**config.mk**
```make
export PLATFORM = sky130hd
export DESIGN_NAME = sad_search_ctrl
export DESIGN_NICKNAME = d
export VERILOG_FILES = /design/src/rtl/sad_search_ctrl.sv
export SDC_FILE = /design/constraint.sdc
export NUM_CORES = 1
export LEC_CHECK = 0
export BUFFER_PORTS_ARGS = -buffer_cell sky130_fd_sc_hd__buf_2
export CORE_ASPECT_RATIO = 0.6
export CORE_MARGIN = 3
export CORE_UTILIZATION = 50
export CTS_CLUSTER_SIZE = 10
export DETAILED_ROUTE_END_ITERATION = 8
export PLACE_DENSITY = 0.67
export SLEW_MARGIN = 20
export SYNTH_ARGS = -nofsm -noshare
export SYNTH_HDL_FRONTEND = slang
export SYNTH_SLANG_ARGS = --single-unit
```
**constraint.sdc**
```tcl
create_clock -name clk -period 3.27 [get_ports clk]
set_input_delay 0.1635 -clock clk [delete_from_list [all_inputs] [get_ports clk]]
set_output_delay 0.1635 -clock clk [all_outputs]
set_load 0.005 [all_outputs]
```
**src/rtl/sad_search_ctrl.sv**
```systemverilog
// Full-search motion-estimation controller: raster-issues candidates to SAD_Cal and keeps the minimum SAD and its vector.
// Latency: one candidate per cycle while tags are free; done follows the last result by two cycles.
// Backpressure: issue stalls when the outstanding-tag FIFO is full and no result frees a slot.

// Outstanding-candidate tag FIFO.
// Latency: a push is visible at pop_dat the cycle after it is written; pop_dat shows the head combinationally.
// Backpressure: a push is accepted when not full, or when full with a pop in the same cycle.
module sad_tag_fifo #(
    parameter int W     = 12,
    parameter int DEPTH = 16
) (
    input  logic         clk,
    input  logic         rst_n,
    input  logic         push_vld,
    input  logic [W-1:0] push_dat,
    input  logic         pop_vld,
    output logic [W-1:0] pop_dat,
    output logic         full,
    output logic         empty
);
    localparam int AW = $clog2(DEPTH);

    logic [W-1:0] mem [DEPTH];
    logic [AW:0]  wr_ptr_q, wr_ptr_d;
    logic [AW:0]  rd_ptr_q, rd_ptr_d;
    logic         do_push;
    logic         do_pop;

    always_comb begin
        empty    = (wr_ptr_q == rd_ptr_q);
        full     = (wr_ptr_q[AW] != rd_ptr_q[AW]) &&
                   (wr_ptr_q[AW-1:0] == rd_ptr_q[AW-1:0]);
        do_pop   = pop_vld && !empty;
        do_push  = push_vld && (!full || do_pop);
        wr_ptr_d = do_push ? wr_ptr_q + (AW+1)'(1) : wr_ptr_q;
        rd_ptr_d = do_pop  ? rd_ptr_q + (AW+1)'(1) : rd_ptr_q;
        pop_dat  = mem[rd_ptr_q[AW-1:0]];
    end

    always_ff @(posedge clk or negedge rst_n) begin
        if (!rst_n) begin
            wr_ptr_q <= '0;
            rd_ptr_q <= '0;
        end else begin
            wr_ptr_q <= wr_ptr_d;
            rd_ptr_q <= rd_ptr_d;
        end
    end

    always_ff @(posedge clk) begin
        if (do_push) begin
            mem[wr_ptr_q[AW-1:0]] <= push_dat;
        end
    end
endmodule

// Search controller top.
// Latency: first cal_en one cycle after start is accepted; done two cycles after the final sad_vld.
// Backpressure: cal_en gaps appear only while TAG_DEPTH candidates are awaiting results.
module sad_search_ctrl #(
    parameter int DWIDTH    = 8,
    parameter int RANGE     = 4,
    parameter int MVW       = 6,
    parameter int TAG_DEPTH = 16
) (
    input  logic              clk,
    input  logic              rst_n,
    input  logic              start,
    output logic              cal_en,
    output logic [MVW-1:0]    cand_x,
    output logic [MVW-1:0]    cand_y,
    input  logic [DWIDTH+7:0] sad,
    input  logic              sad_vld,
    output logic              busy,
    output logic              done,
    output logic [DWIDTH+7:0] best_sad,
    output logic [MVW-1:0]    best_mvx,
    output logic [MVW-1:0]    best_mvy,
    output logic              err
);
    localparam int SW    = DWIDTH + 8;
    localparam int TOTAL = (2*RANGE + 1) * (2*RANGE + 1);
    localparam int CW    = $clog2(TOTAL + 1);

    localparam logic [MVW-1:0] R_POS    = MVW'(RANGE);
    localparam logic [MVW-1:0] R_NEG    = MVW'(-RANGE);
    localparam logic [CW-1:0]  LAST_IDX = CW'(TOTAL - 1);
    localparam logic [CW-1:0]  TOTAL_C  = CW'(TOTAL);

    typedef enum logic [1:0] {
        S_IDLE  = 2'd0,
        S_ISSUE = 2'd1,
        S_DRAIN = 2'd2,
        S_DONE  = 2'd3
    } state_t;

    state_t state_q, state_d;

    logic [MVW-1:0] pos_x_q, pos_x_d;
    logic [MVW-1:0] pos_y_q, pos_y_d;
    logic [CW-1:0]  iss_cnt_q, iss_cnt_d;
    logic [CW-1:0]  rcv_cnt_q, rcv_cnt_d;
    logic           first_q, first_d;
    logic           err_q, err_d;
    logic [SW-1:0]  best_sad_q, best_sad_d;
    logic [MVW-1:0] best_mvx_q, best_mvx_d;
    logic [MVW-1:0] best_mvy_q, best_mvy_d;
    logic           cal_en_q, cal_en_d;
    logic [MVW-1:0] cand_x_q, cand_x_d;
    logic [MVW-1:0] cand_y_q, cand_y_d;

    logic             start_acc;
    logic             pop;
    logic             issue;
    logic             fifo_full;
    logic             fifo_empty;
    logic [2*MVW-1:0] tag_dat;

    sad_tag_fifo #(
        .W     (2*MVW),
        .DEPTH (TAG_DEPTH)
    ) u_tag_fifo (
        .clk      (clk),
        .rst_n    (rst_n),
        .push_vld (issue),
        .push_dat ({pos_x_q, pos_y_q}),
        .pop_vld  (pop),
        .pop_dat  (tag_dat),
        .full     (fifo_full),
        .empty    (fifo_empty)
    );

    always_ff @(posedge clk or negedge rst_n) begin
        if (!rst_n) begin
            state_q <= S_IDLE;
        end else begin
            state_q <= state_d;
        end
    end

    always_comb begin
        state_d = state_q;
        case (state_q)
            S_IDLE:  if (start) state_d = S_ISSUE;
            S_ISSUE: if (issue && iss_cnt_q == LAST_IDX) state_d = S_DRAIN;
            S_DRAIN: if (rcv_cnt_q == TOTAL_C && fifo_empty) state_d = S_DONE;
            S_DONE:  state_d = S_IDLE;
            default: state_d = S_IDLE;
        endcase
    end

    always_comb begin
        busy = (state_q == S_ISSUE) || (state_q == S_DRAIN);
        done = (state_q == S_DONE);
    end

    // A result arriving in the same cycle frees a slot, so a full FIFO still issues.
    always_comb begin
        start_acc = (state_q == S_IDLE) && start;
        pop       = sad_vld && !fifo_empty;
        issue     = (state_q == S_ISSUE) && (!fifo_full || pop);

        pos_x_d    = pos_x_q;
        pos_y_d    = pos_y_q;
        iss_cnt_d  = iss_cnt_q;
        rcv_cnt_d  = rcv_cnt_q;
        first_d    = first_q;
        err_d      = err_q;
        best_sad_d = best_sad_q;
        best_mvx_d = best_mvx_q;
        best_mvy_d = best_mvy_q;
        cal_en_d   = issue;
        cand_x_d   = issue ? pos_x_q : cand_x_q;
        cand_y_d   = issue ? pos_y_q : cand_y_q;

        if (start_acc) begin
            pos_x_d   = R_NEG;
            pos_y_d   = R_NEG;
            iss_cnt_d = '0;
            rcv_cnt_d = '0;
            err_d     = 1'b0;
            first_d   = 1'b1;
        end

        if (issue) begin
            iss_cnt_d = iss_cnt_q + CW'(1);
            if (pos_x_q == R_POS) begin
                pos_x_d = R_NEG;
                pos_y_d = pos_y_q + MVW'(1);
            end else begin
                pos_x_d = pos_x_q + MVW'(1);
            end
        end

        // Strict compare keeps the raster-first candidate on ties.
        if (pop) begin
            rcv_cnt_d = rcv_cnt_q + CW'(1);
            if (first_q || sad < best_sad_q) begin
                best_sad_d = sad;
                best_mvx_d = tag_dat[2*MVW-1:MVW];
                best_mvy_d = tag_dat[MVW-1:0];
                first_d    = 1'b0;
            end
        end

        if (sad_vld && fifo_empty) begin
            err_d = 1'b1;
        end
    end

    always_ff @(posedge clk or negedge rst_n) begin
        if (!rst_n) begin
            pos_x_q    <= '0;
            pos_y_q    <= '0;
            iss_cnt_q  <= '0;
            rcv_cnt_q  <= '0;
            first_q    <= 1'b0;
            err_q      <= 1'b0;
            best_sad_q <= '0;
            best_mvx_q <= '0;
            best_mvy_q <= '0;
            cal_en_q   <= 1'b0;
            cand_x_q   <= '0;
            cand_y_q   <= '0;
        end else begin
            pos_x_q    <= pos_x_d;
            pos_y_q    <= pos_y_d;
            iss_cnt_q  <= iss_cnt_d;
            rcv_cnt_q  <= rcv_cnt_d;
            first_q    <= first_d;
            err_q      <= err_d;
            best_sad_q <= best_sad_d;
            best_mvx_q <= best_mvx_d;
            best_mvy_q <= best_mvy_d;
            cal_en_q   <= cal_en_d;
            cand_x_q   <= cand_x_d;
            cand_y_q   <= cand_y_d;
        end
    end

    assign cal_en   = cal_en_q;
    assign cand_x   = cand_x_q;
    assign cand_y   = cand_y_q;
    assign best_sad = best_sad_q;
    assign best_mvx = best_mvx_q;
    assign best_mvy = best_mvy_q;
    assign err      = err_q;
endmodule

```
Word-level counts from Yosys, hierarchy flattened
Memories as Yosys holds them, arrays and structs flattened. A register that Yosys moved wholly into a read port is not among the register bits.
Index checks and enable logic that the tools add are counted.
{"block": "op_classes", "addsub": 6, "order_cmp": 1, "n_eq_ne": 12, "mux": 20, "reduce_logical": 22}
{"op": "two-way mux 6 bit", "count": 6}
{"op": "two-way mux 7 bit", "count": 3}
{"op": "< comparator 16 bit", "count": 1}
{"op": "adder 7 x 1 -> 7 bit (second input constant)", "count": 2}
{"op": "== test 7 bit (second input constant)", "count": 2}
{"op": "adder 6 x 1 -> 6 bit (second input constant)", "count": 2}
{"op": "adder 5 x 1 -> 5 bit (second input constant)", "count": 2}
{"op": "logical AND 1 bit", "count": 9}
{"op": "case mux 2 bit (4 select lines)", "count": 1}
{"op": "two-way mux 1 bit", "count": 7}
{"op": "== test 6 x 3 -> 1 bit (second input constant)", "count": 1}
{"op": "two-way mux 2 bit", "count": 3}
{"op": "inequality test 2 bit (second input constant)", "count": 3}
{"op": "nonzero test 2 bit", "count": 3}
{"op": "== test 5 bit", "count": 1}
{"op": "== test 2 bit (second input constant)", "count": 2}
{"op": "== test 4 bit", "count": 1}
{"op": "logical OR 1 bit", "count": 4}
{"op": "logical NOT 1 bit", "count": 3}
{"op": "AND reduction 3 bit", "count": 1}
{"op": "== test 2 x 1 -> 1 bit (second input constant)", "count": 1}
{"op": "logical NOT 2 bit", "count": 1}
{"op": "AND reduction 2 bit", "count": 1}
{"op": "inequality test 1 bit", "count": 1}
{"block": "word_totals", "regBits": 69, "ramBits": 192, "in_bits": 20, "output_inout_bits": 44, "elab_cells": 75, "n_memories": 1}
{"memory": "u_tag_fifo.mem", "words": 16, "word_bits": 12, "read_ports": 1, "rd_ports_with_merged_regs": 1, "write_ports": 1, "line_no": "23", "text": "logic [W-1:0] mem [DEPTH];"}

Depth between registers and ports, before layout
Gate-level depths: netlist of the first run.
{"block": "depth", "word_depth": 8, "ltp_mapped": 10, "ltp_nobuf": 8}

Cells and area by module
A second synthesis of the first run with hierarchy kept.
{"block": "hier_totals", "cells_unflattened": 704, "area_unflattened_um2": 11519.8}
{"module": "sad_tag_fifo", "n_inst": 1, "cells_per_inst": 366, "area_per_inst_um2": 7903.8, "seq_area_each_um2": 6015.8}
{"module": "sad_search_ctrl", "n_inst": 1, "cells_per_inst": 338, "area_per_inst_um2": 3616.0, "seq_area_each_um2": 1776.7}

Worst setup path after synthesis of the first run
No wires, ideal clock.
{"block": "synth_timing", "path_kind": "register -> register", "startpoint": "register u_tag_fifo.rd_ptr_q[0]", "endpoint": "memory u_tag_fifo.mem[3][0], enable pin", "setup_ns": 0.417, "t_arrival_ns": 2.604, "required_time_ns": 2.853, "slack_ns": 0.249, "stages_incl_launch_ff": 8, "period_less_slack_ns": 3.021, "path_cell_list": "dfrtp_1 > buf_2 > xnor2_1 > nand4_2 > o31ai_4 > buf_2 > buf_2 > nor4b_1"}
{"block": "synth_via", "elab_chain_cells": 8}
{"item": "start, declared", "line_no": "25", "text": "logic [AW:0] rd_ptr_q, rd_ptr_d;"}
{"item": "start signal, assigned", "line_no": "46", "text": "rd_ptr_q <= rd_ptr_d;"}
{"item": "== test 5 bit / == test 4 bit (equally long branches)", "line_no": "30, 32"}
{"item": "logical NOT 1 bit / logical AND 1 bit (equally long branches)", "line_no": "33, 160, 31"}
{"item": "logical AND 1 bit / logical NOT 1 bit (equally long branches)", "line_no": "160, 34, 161"}
{"item": "logical OR 1 bit / logical AND 1 bit (equally long branches)", "line_no": "161, 33"}
{"item": "logical AND 1 bit / logical OR 1 bit (equally long branches)", "line_no": "161, 34"}
{"item": "logical AND 1 bit (*)", "line_no": "34", "text": "do_push = push_vld && (!full || do_pop);"}
{"item": "two-way mux 1 bit (*)", "line_no": "51", "text": "if (do_push) begin"}
{"item": "two-way mux 1 bit (not written as such) (*)", "line_no": "52", "text": "mem[wr_ptr_q[AW-1:0]] <= push_dat;"}
{"item": "end, declared", "line_no": "23"}
Mark *: on every way between the ends. The rest lies on a longest branch, timed or not.

Worst setup path after layout of the first run
{"block": "layout_timing", "startpoint": "register u_tag_fifo.wr_ptr_q[2]", "endpoint": "register iss_cnt_q[5]"}
{"block": "layout_via", "elab_chain_cells": 6}
{"item": "start, declared", "line_no": "24", "text": "logic [AW:0] wr_ptr_q, wr_ptr_d;"}
{"item": "start signal, assigned", "line_no": "45", "text": "wr_ptr_q <= wr_ptr_d;"}
{"item": "== test 5 bit / == test 4 bit (equally long branches)", "line_no": "30, 32"}
{"item": "logical NOT 1 bit / logical AND 1 bit (equally long branches)", "line_no": "160, 31"}
{"item": "logical AND 1 bit / logical NOT 1 bit (equally long branches)", "line_no": "160, 161"}
{"item": "logical OR 1 bit (*)", "line_no": "161", "text": "issue = (state_q == S_ISSUE) && (!fifo_full || pop);"}
{"item": "logical AND 1 bit (*)", "line_no": "161"}
{"item": "two-way mux 7 bit / nonzero test 2 bit (equally long branches)"}
{"item": "end signal, assigned", "line_no": "228", "text": "iss_cnt_q <= iss_cnt_d;"}
{"item": "end, declared", "line_no": "101", "text": "logic [CW-1:0] iss_cnt_q, iss_cnt_d;"}
Marked as above.
A chain may end at the register's enable or synchronous reset.

==> results of run 1 <==
final cells by class:
cell class              count  area (um^2)  area share [%]
flip-flops and latches    273         7790            58.6
multi-input cells         408         3460            26.0
clock buffers              54          862            6.48
repair buffers            100          644            4.84
well taps                 308          385            2.89
inverters                  42          158            1.18
clock inverters             1         8.76          0.0658
flip-flops by register name, indices dropped and copies added, names as in the netlist:
register,flops
best_sad,16
u_tag_fifo.rd_ptr_q,5
u_tag_fifo.wr_ptr_q,5
rcv_cnt_q,7
first_q,1
err,1
cand_y,6
u_tag_fifo.mem,192
iss_cnt_q,7
cand_x,6
best_mvy,6
pos_y_q,6
state_q,2
cal_en,1
pos_x_q,6
best_mvx,6
critical path, delay by kind of cell, from the launching register on:
| family | cells | cell delay, ps |
|---|---|---|
| xor gates and xnor gates | 1 | 200 |
| AOI/OAI and AO/OA | 3 | 740 |
| and+or+nand+nor | 2 | 640 |
| DFF | 1 | 650 |
| buffers and inverters | 2 | 570 |
report_power, final:
part	internal [mW]	switching [mW]
Combinational	1.68	2.13
Sequential	4.57	0.721
Clock	1.76	1.28
metal layers:
layer / GRT usage [%] / vias to the layer above
li1: - / 3054
met1: 31.8 / 3417
met2: 31.8 / 203
met3: 4.05 / 36
met4: 4.89 / 0
met5: 0 / -
kinds of logic after synthesis:
group | count (synthesis) | share of synthesized area (%)
adders and majority gates | 32 | 3.47
and+or+nand+nor | 156 | 6.72
DFF | 273 | 67.5
xor gates and xnor gates | 18 | 1.37
buffers and inverters | 75 | 2.85
AOI/OAI and AO/OA | 99 | 5.62
muxes | 103 | 12.4
synthesized netlist by cell type (6+ instances only):
master / instances
mux4_2: 24
o221ai_1: 13
nor4b_1: 6
nand2_1: 62
ha_1: 32
nor2_1: 26
mux2_4: 6
clkbuf_1: 14
o22ai_1: 24
xnor2_1: 15
dfrtp_1: 81
and3_1: 9
mux2_2: 59
o21ai_0: 40
mux2i_1: 14
a21oi_1: 7
nand3_1: 15
edfxtp_1: 192
inv_1: 42
buf_2: 13
nand4_1: 10
through the flow:
stage | instances | cell area, um^2 | setup slack [ps] | hold WS [ps]
2_1_floorplan | 756 | 11500 | 249 | -132
3_3_place_gp | 1113 | 12300 | 618 | 405
3_5_place_dp | 1113 | 12300 | 469 | 418
4_1_cts | 1186 | 13300 | 436 | 15.7
5_1_grt | 1186 | 13300 | 83.8 | 29.8
6_report | 1186 | 13300 | 373 | 24.1
cell usage in the layout, fill, tap and decap left out, drive strengths merged, types with 9 or more instances in the layout:
cell and instances:
mux2i 14, buf 82, dfrtp 81, nand4 11, o221ai 13, clkbuf 54
nor2 27, nand2 62, xnor2 15, o21ai 41, edfxtp 192, nand3 15
dlygate4sd3 18, inv 43, mux2 65, o22ai 24, ha 32, and3 9
mux4 24
final timing paths:
path | startpoint | end | slack, ps | cells past startpoint
setup / recovery | u_tag_fifo.wr_ptr_q[2]$_DFFE_PN0P_ | iss_cnt_q[5]$_DFFE_PN0P_ | 370 | 8
hold / removal | start | iss_cnt_q[1]$_DFFE_PN0P_ | 20 | 3
setup reg to reg | u_tag_fifo.wr_ptr_q[2]$_DFFE_PN0P_ | iss_cnt_q[5]$_DFFE_PN0P_ | 370 | 8
hold reg to reg | cand_x[4]$_DFFE_PN0P_ | cand_x[4]$_DFFE_PN0P_ | 480 | 2
max in group asynchronous | rst_n | u_tag_fifo.rd_ptr_q[0]$_DFFE_PN0P_ | 2450 | 2
min in group asynchronous | rst_n | cal_en$_DFF_PN0_ | 230 | 2
==> flow_summary.toml, run 1 <==
[status]
status = "completed"

[synth]
yosysSeqAreaShare_pct = 67.5
synth_top_area_share_pct = 50.0
ys_warn_count = 0
synth.area.top_cells = "edfxtp_1 (50%), dfrtp_1 (18%), mux2_2 (5.8%), mux4_2 (4.7%), ha_1 (3.5%)"
netlist_instances = 756
ys_ff_latch = 273
syn_area_mm2 = 0.0115
ys_async_sr_fraction_pct = 29.7
syn_avg_cell_area_um2 = 15.3
synth_top_area_cell = "edfxtp_1"
synth-main-ff-cell = "edfxtp_1"
synth_cell_types = 50
syn-num-nets = 808
synth-edff-count = 192

[critical_path]
worstPathArrival_ps = 3350
cp_common_cell = "o21ai_0"
cp-end-kind = "flop"
critical_path.startpoint_type = "flop"
critPathRequiredTime_ps = 3720
slowest_delay_ps = 650
critPathMaxFanout = 23
crit_type = "reg2reg"
crit_path_cell_trace = "xnor2_1 > nand4_2 > o31ai_4 > inv_1 > buf_4 > nor2_1 > o21ai_0 > o21ai_0"
critPathSlowestCell = "dfrtp_1"

[global_route]
grt_max_degree = 82
grt-ovfl-total = 0
grt_pass1_wl_um = 39900
grt.total_usage_pct = 20.9
antenna_found_initial = 0
first_global_vias = 6835

[pwr]
power.total_mw = 12.1
peakVddDrop_v = 0.000547
p_per_area_mw_per_mm2 = 912
p_leak_nw = 4.99

[detailed_routing]
vias_per_cell = 5.66
first_iter_violations = 544
post_drt_wl_per_cell_um = 21.5
wl_met2_um = 11300
wirelength_um = 25600
postRouteAntennaNets = 0
route.met3.wl_um = 1790
drt_pass1_iterations = 5
drc = 0
num_vias = 6710
topRoutingLayerUsed = "met4"
wl_met1_um = 12100

[clock_network]
cts_buffers = 31
cts_setup_buffers = 0
cts_max_level = 1
clk_path_buf_depth = 3
cts_resized = 0
cts_hold_buf = 18
cts_tree = "done"
clock_sinks = 273
cts.clk_slew.worst_paths_ps = 60
clk_latency_ps = 540
ctsRootBufferMaster = "clkbuf_16"

[place]
portBuffers = 63
gp_congestion = 0.804
dp_hpwl_um = 16200

[timing]
relSlewSlack_pct = 34.3
fmax_ghz = 0.345
worstMarginPinSlew_ps = 985
rsz0062_at_grt = "false"
finalMaxSlewViolations = 0
period_minus_slack_ps = 2900
period_share_pct = 88.6
finalHoldViolations = 0
skew_ps = 12.1
finalSetupViolations = 0
finalSetupTns_ps = 0

[die]
core_mm2 = 0.0223
start_util_pct = 51.7
die-height_um = 124
die_w_um = 202
dieArea_mm2 = 0.0250
io_pins = 64
num_rows = 42

[layout]
drive_above_1_share_pct = 24.9
fillerInstances = 1709
layout.nets = 908
utilization_pct = 59.6
diodes = 0
area_delta_synth_final_pct = 15.4

[min_path]
worstHoldPathType = "in2reg"

[flow_run]
cap_violations = 0
Power figures use the tool's default switching activity.
==> run 2, diff against run 1 <==
Settings changed: CELL_PAD_IN_SITES_DETAIL_PLACEMENT from default to 1, CELL_PAD_IN_SITES_GLOBAL_PLACEMENT from default to 1, PLACE_DENSITY 0.67 to default, PLACE_DENSITY_LB_ADDON from default to 0.1.
==> run 2 against run 1 <==
  * Sequential share of layout area fell by 0.25 points
  * Global-route usage rose by 2.4 points
  * Sequential power barely moved
  * Hold slack improved by 200 ps
  * Utilization rose by 0.25 points
  * Cell count rose by 0.67%
  * Via count rose by 2.0%
  * First-iteration DRC count fell by 3.7%
  * Count of clock-buffer cells in the layout rose by 1
==> flow_summary.toml, run 2 (synthesized netlist as in run 1, its figures left out) <==
[status]
status = "completed"

[layout]
largest_reg_flops = 192
fin_cells = 1194
area_delta_synth_final_pct = 15.9
diodes = 0
drive_above_1_share_pct = 25.4
layout.nets = 914
mostFrequentLayoutCells = "edfxtp_1 (192), dfrtp_1 (79), nand2_1 (62), buf_2 (62), mux2_2 (59)"
finish.instance_area_mm2 = 0.0134
layout_commonest_cell = "edfxtp_1"

[critical_path]
slowest_delay_ps = 560
critical_path.startpoint_type = "flop"
regToRegSetupSlack_ps = 390
crit_end = "best_mvx[2]$_DFFE_PN0P_"
worstPathArrival_ps = 3350
worst-path-buf-inv = 2
crit_path_cell_trace = "inv_1 > ha_1 > a21oi_1 > o21a_1 > o221ai_1 > a2111o_1 > a21oi_4 > buf_4 > mux2i_1"
critPathMaxFanout = 17
crit_family = "compound AO/OA/AOI/OAI gates"
startpoint = "best_sad[7]$_DFFE_PN0P_"
r2r-start = "best_sad[7]$_DFFE_PN0P_"
critPathSlowestCell = "a21oi_4"
r2r-end = "best_mvx[2]$_DFFE_PN0P_"
critPathRequiredTime_ps = 3730
cp-end-kind = "flop"
reg2regPathDepth = 9
cp_num_cells = 9
crit_type = "reg2reg"

[timing]
finalSetupTns_ps = 0
period_minus_slack_ps = 2880
worstMarginPinSlew_ps = 930
finalMaxSlewViolations = 0
period_share_pct = 88.1
rsz0062_at_grt = "false"
finalHoldViolations = 0
fmax_ghz = 0.347
finalSetupViolations = 0
skew_ps = 13.8
hold_ws_ps = 222
finalWorstSetupSlack_ps = 388
relSlewSlack_pct = 38.0

[die]
die_w_um = 202
start_util_pct = 51.7
core_mm2 = 0.0223
die-height_um = 124
dieArea_mm2 = 0.0250
io_pins = 64
num_rows = 42

[detailed_routing]
drt_pass1_iterations = 5
drc = 0
post_drt_wl_per_cell_um = 24.0
vias_per_cell = 5.73
postRouteAntennaNets = 0
first_iter_violations = 524
wirelength_um = 28700
num_vias = 6843

[flow_run]
cap_violations = 0

[clock_network]
cts_setup_buffers = 0
clock_sinks = 273
cts.clk_slew.worst_paths_ps = 60
clk_latency_ps = 560
clk_path_buf_depth = 3
cts_tree = "done"
cts_max_level = 1
ctsRootBufferMaster = "clkbuf_16"
cts_buffers = 31

[place]
post-place-ws_ps = 373
place_area_mm2 = 0.0123
portBuffers = 63
placed_cells = 1118
gp_congestion = 0.801
dp_hpwl_um = 18500

[pwr]
p_leak_nw = 5.02
peakVddDrop_v = 0.000547
p_per_area_mw_per_mm2 = 919

[global_route]
antenna_found_initial = 0
grt-ovfl-total = 0
grt_pass1_wl_um = 44200
grt.total_usage_pct = 23.4
first_global_vias = 7286
grt_max_degree = 56

[min_path]
worstHoldPathType = "in2async"
run 2: final cells by class:
| type | count | area (um^2) |
|---|---|---|
| timing repair buffer | 106 | 688 |
| clock inverter | 2 | 17.5 |
| clock buffer | 55 | 866 |
| sequential | 273 | 7790 |
| fill | 2069 | 8960 |
| multi-input combinational | 408 | 3460 |
| tap | 308 | 385 |
| inverter | 42 | 158 |
run 2: where the power goes:
part           internal (mW)  switching, mW  total [mW]
Sequential              4.56          0.716        5.28
Clock                   1.77           1.31        3.08
Combinational           1.70           2.23        3.93
Total                   8.04           4.25        12.3
run 2: what timing repair did:
item,in CTS,in global routing
hold endpoints to repair,71,0
gates resized for setup,0,0
hold buffers,19,0
run 2: worst min-delay path by stage:
stage                     depth (start not counted)  slack [ps]                      end
after floorplan                                   0        -130  best_mvx[0]$_DFFE_PN0P_
after global placement                            1         290        first_q$_DFF_PN0_
after detailed placement                          1         290  best_sad[5]$_DFFE_PN0P_
after CTS                                         2         250  best_sad[5]$_DFFE_PN0P_
after global routing                              2         300  best_sad[5]$_DFFE_PN0P_
final                                             2         220  best_sad[5]$_DFFE_PN0P_
run 2: stage by stage:
step           utilization, %  power [mW]
5_1_grt                  59.9        13.0
3_5_place_dp             55.1        9.25
2_1_floorplan               -        7.71
6_report                 59.9        12.3
4_1_cts                  59.9        12.4
3_3_place_gp             55.1        9.01
run 2: per-layer routing:
layer	track usage, %	up-vias	routed length [um]
li1	-	3072	-
met1	35.1	3561	13700
met2	37.4	177	13200
met3	3.37	33	1340
met4	4.06	0	363
met5	0	-	0
==> run 3, diff against run 2 <==
Settings changed: SYNTH_HIERARCHICAL from default to 1.
==> run 3 against run 2 <==
  * Count of clock-buffer cells in the layout stayed put
  * Cell count is 4.0% lower
  * Final area is 0.44% lower
  * Synthesized area is 0.16% lower
  * Power is 3.1% lower
  * Register-to-register slack worse by 200 ps
  * Synthesized cell count is 6.9% lower
  * Highest routed layer unchanged
==> flow_summary.toml, run 3 <==
[synth]
synth-edff-count = 192
synth-main-ff-cell = "edfxtp_1"
synth_top_area_share_pct = 50.0
netlist_instances = 704
synth.area.top_cells = "edfxtp_1 (50%), dfrtp_1 (18%), mux4_2 (9.4%), ha_1 (3.5%), nand2_1 (2.6%)"
syn-num-nets = 756
syn_area_mm2 = 0.0115
ys_async_sr_fraction_pct = 29.7
yosysMostFrequentCell = "edfxtp_1"
yosysSeqAreaShare_pct = 67.6
ys_warn_count = 6
synth_top_area_cell = "edfxtp_1"
netlist_top_cells_count = "edfxtp_1 (192), dfrtp_1 (81), nand2_1 (81)"
ys_ff_latch = 273
synth_cell_types = 58
syn_avg_cell_area_um2 = 16.4

[die]
start_util_pct = 51.6
die-height_um = 124
io_pins = 64
die_w_um = 202
num_rows = 42
core_mm2 = 0.0223
dieArea_mm2 = 0.0250

[clock_network]
clk_path_buf_depth = 3
clk_latency_ps = 550
cts.clk_slew.worst_paths_ps = 60
ctsRootBufferMaster = "clkbuf_16"
cts_buffers = 31
clock_sinks = 273
cts_max_level = 1
cts_tree = "done"
cts_setup_buffers = 0

[timing]
period_share_pct = 94.4
worstMarginPinSlew_ps = 1070
skew_ps = 12.0
finalSetupTns_ps = 0
finalMaxSlewViolations = 0
rsz0062_at_grt = "false"
finalSetupViolations = 0
hold_ws_ps = 154
finalHoldViolations = 0
fmax_ghz = 0.324
period_minus_slack_ps = 3090
relSlewSlack_pct = 28.3

[layout]
diodes = 0
drive_above_1_share_pct = 25.5
layout_commonest_cell = "edfxtp_1"
largest_reg_flops = 192
layout.nets = 867
utilization_pct = 59.6
area_delta_synth_final_pct = 15.5
mostFrequentLayoutCells = "edfxtp_1 (192), nand2_1 (81), dfrtp_1 (79)"
fillerInstances = 2066

[pwr]
p_leak_nw = 4.84
peakVddDrop_v = 0.000456
power_frac_clock_pct = 25.6
p_switching_mw = 3.96
p_comb_share_pct = 34.1
pwr-share-seq_pct = 40.3
switching_share_pct = 33.3
p_per_area_mw_per_mm2 = 895
internal_power_mw = 7.95

[min_path]
worstHoldPathType = "in2async"

[detailed_routing]
wirelength_um = 28500
wl_met2_um = 12600
post_drt_wl_per_cell_um = 24.8
drt_pass1_iterations = 5
wl_met1_um = 13300
drc = 0
route.met3.wl_um = 2090
postRouteAntennaNets = 0
first_iter_violations = 463
num_vias = 6668
vias_per_cell = 5.82
topRoutingLayerUsed = "met4"

[critical_path]
regToRegSetupSlack_ps = 180
critPathSlowestCell = "dfrtp_1"
crit_type = "reg2reg"
critPathRequiredTime_ps = 3460
worst-path-buf-inv = 3
crit_family = "simple AND/OR/NAND/NOR gates"
critPathMaxFanout = 16
cp_common_cell = "inv_1"
slowest_delay_ps = 490
cp-end-kind = "flop"
critical_path.startpoint_type = "flop"
worstPathArrival_ps = 3280
crit_path_cell_trace = "xnor2_1 > nand4_2 > or2_4 > inv_1 > nand2b_4 > inv_1 > buf_4 > o31a_4 > and3_1"

[global_route]
antenna_found_initial = 0
first_global_vias = 7075
grt_pass1_wl_um = 43700
grt.total_usage_pct = 23.5
grt_max_degree = 52
grt-ovfl-total = 0

[flow_run]
cap_violations = 0

[place]
gp_congestion = 0.820
dp_hpwl_um = 18400
portBuffers = 63

[status]
status = "completed"
## run 3: changes by cell type in the layout (fill, tap and decap cells not counted), moves of 19 or more
cell and change:
mux2_2 -50, o22ai_1 -23, a22oi_1 +24, nand2_1 +19, mux4_2 +24
## run 3: cell type report
cell class	count	area, um^2	share of cell area [%]
multi-input cells	372	3430	25.8
well taps	308	385	2.90
clock inverters	1	8.76	0.0658
inverters	30	113	0.846
flip-flops and latches	273	7800	58.6
clock buffers	55	866	6.50
repair buffers	107	711	5.34
## run 3: cells by family after synthesis
kind of cell / after synthesis / share of synthesized area, %
mux: 78 / 13.0
fa+ha+maj: 32 / 3.48
simple gates: 159 / 6.71
xor+xnor: 13 / 1.05
buf+inv: 59 / 2.72
flops: 273 / 67.6
compound gates: 90 / 5.43
## run 3: power by group through the flow
stage                     Combinational (mW)  Clock [mW]  Sequential (mW)
after detailed placement                4.05           0             4.85
after global routing                    4.46        3.28             4.87
final                                   4.06        3.05             4.80
after CTS                               4.10        3.12             4.80
after floorplan                         2.71           0             4.82
after global placement                  3.93           0             4.80
## run 3: layer usage
metal	vias up	track usage (%)
met5	-	0
met4	0	4.27
met3	32	5.35
met2	207	35.3
met1	3499	36.1
li1	2930	-
## run 3: metrics by stage
step / std cells / area, um^2 / setup WS [ps] / total power [mW]
final: 1146 / 13300 / 183 / 11.9
after global routing: 1146 / 13300 / 7.71 / 12.6
after CTS: 1146 / 13300 / 135 / 12.0
after detailed placement: 1070 / 12200 / 181 / 8.91
after global placement: 1070 / 12200 / 301 / 8.74
after floorplan: 704 / 11500 / 109 / 7.54
## run 3: repair_timing
item | in CTS | in global routing
resized for setup | 0 | 3
setup endpoints to repair | 0 | 33
endpoints found under the hold margin | 59 | 0
hold buffers | 20 | 0
## run 3: path summary, 6_finish.rpt
kind                                                     from                        endpoint  cells past startpoint
max                        u_tag_fifo/wr_ptr_q[3]$_DFFE_PN0P_  u_tag_fifo/mem[5][0]$_DFFE_PP_                      9
min                                                     rst_n         best_sad[5]$_DFFE_PN0P_                      2
max reg2reg                u_tag_fifo/wr_ptr_q[3]$_DFFE_PN0P_  u_tag_fifo/mem[5][0]$_DFFE_PP_                      9
min reg2reg                             cand_y[1]$_DFFE_PN0P_           cand_y[1]$_DFFE_PN0P_                      2
max in group asynchronous                               rst_n           cand_x[2]$_DFFE_PN0P_                      3
min in group clk                                      sad[10]        best_sad[10]$_DFFE_PN0P_                      3
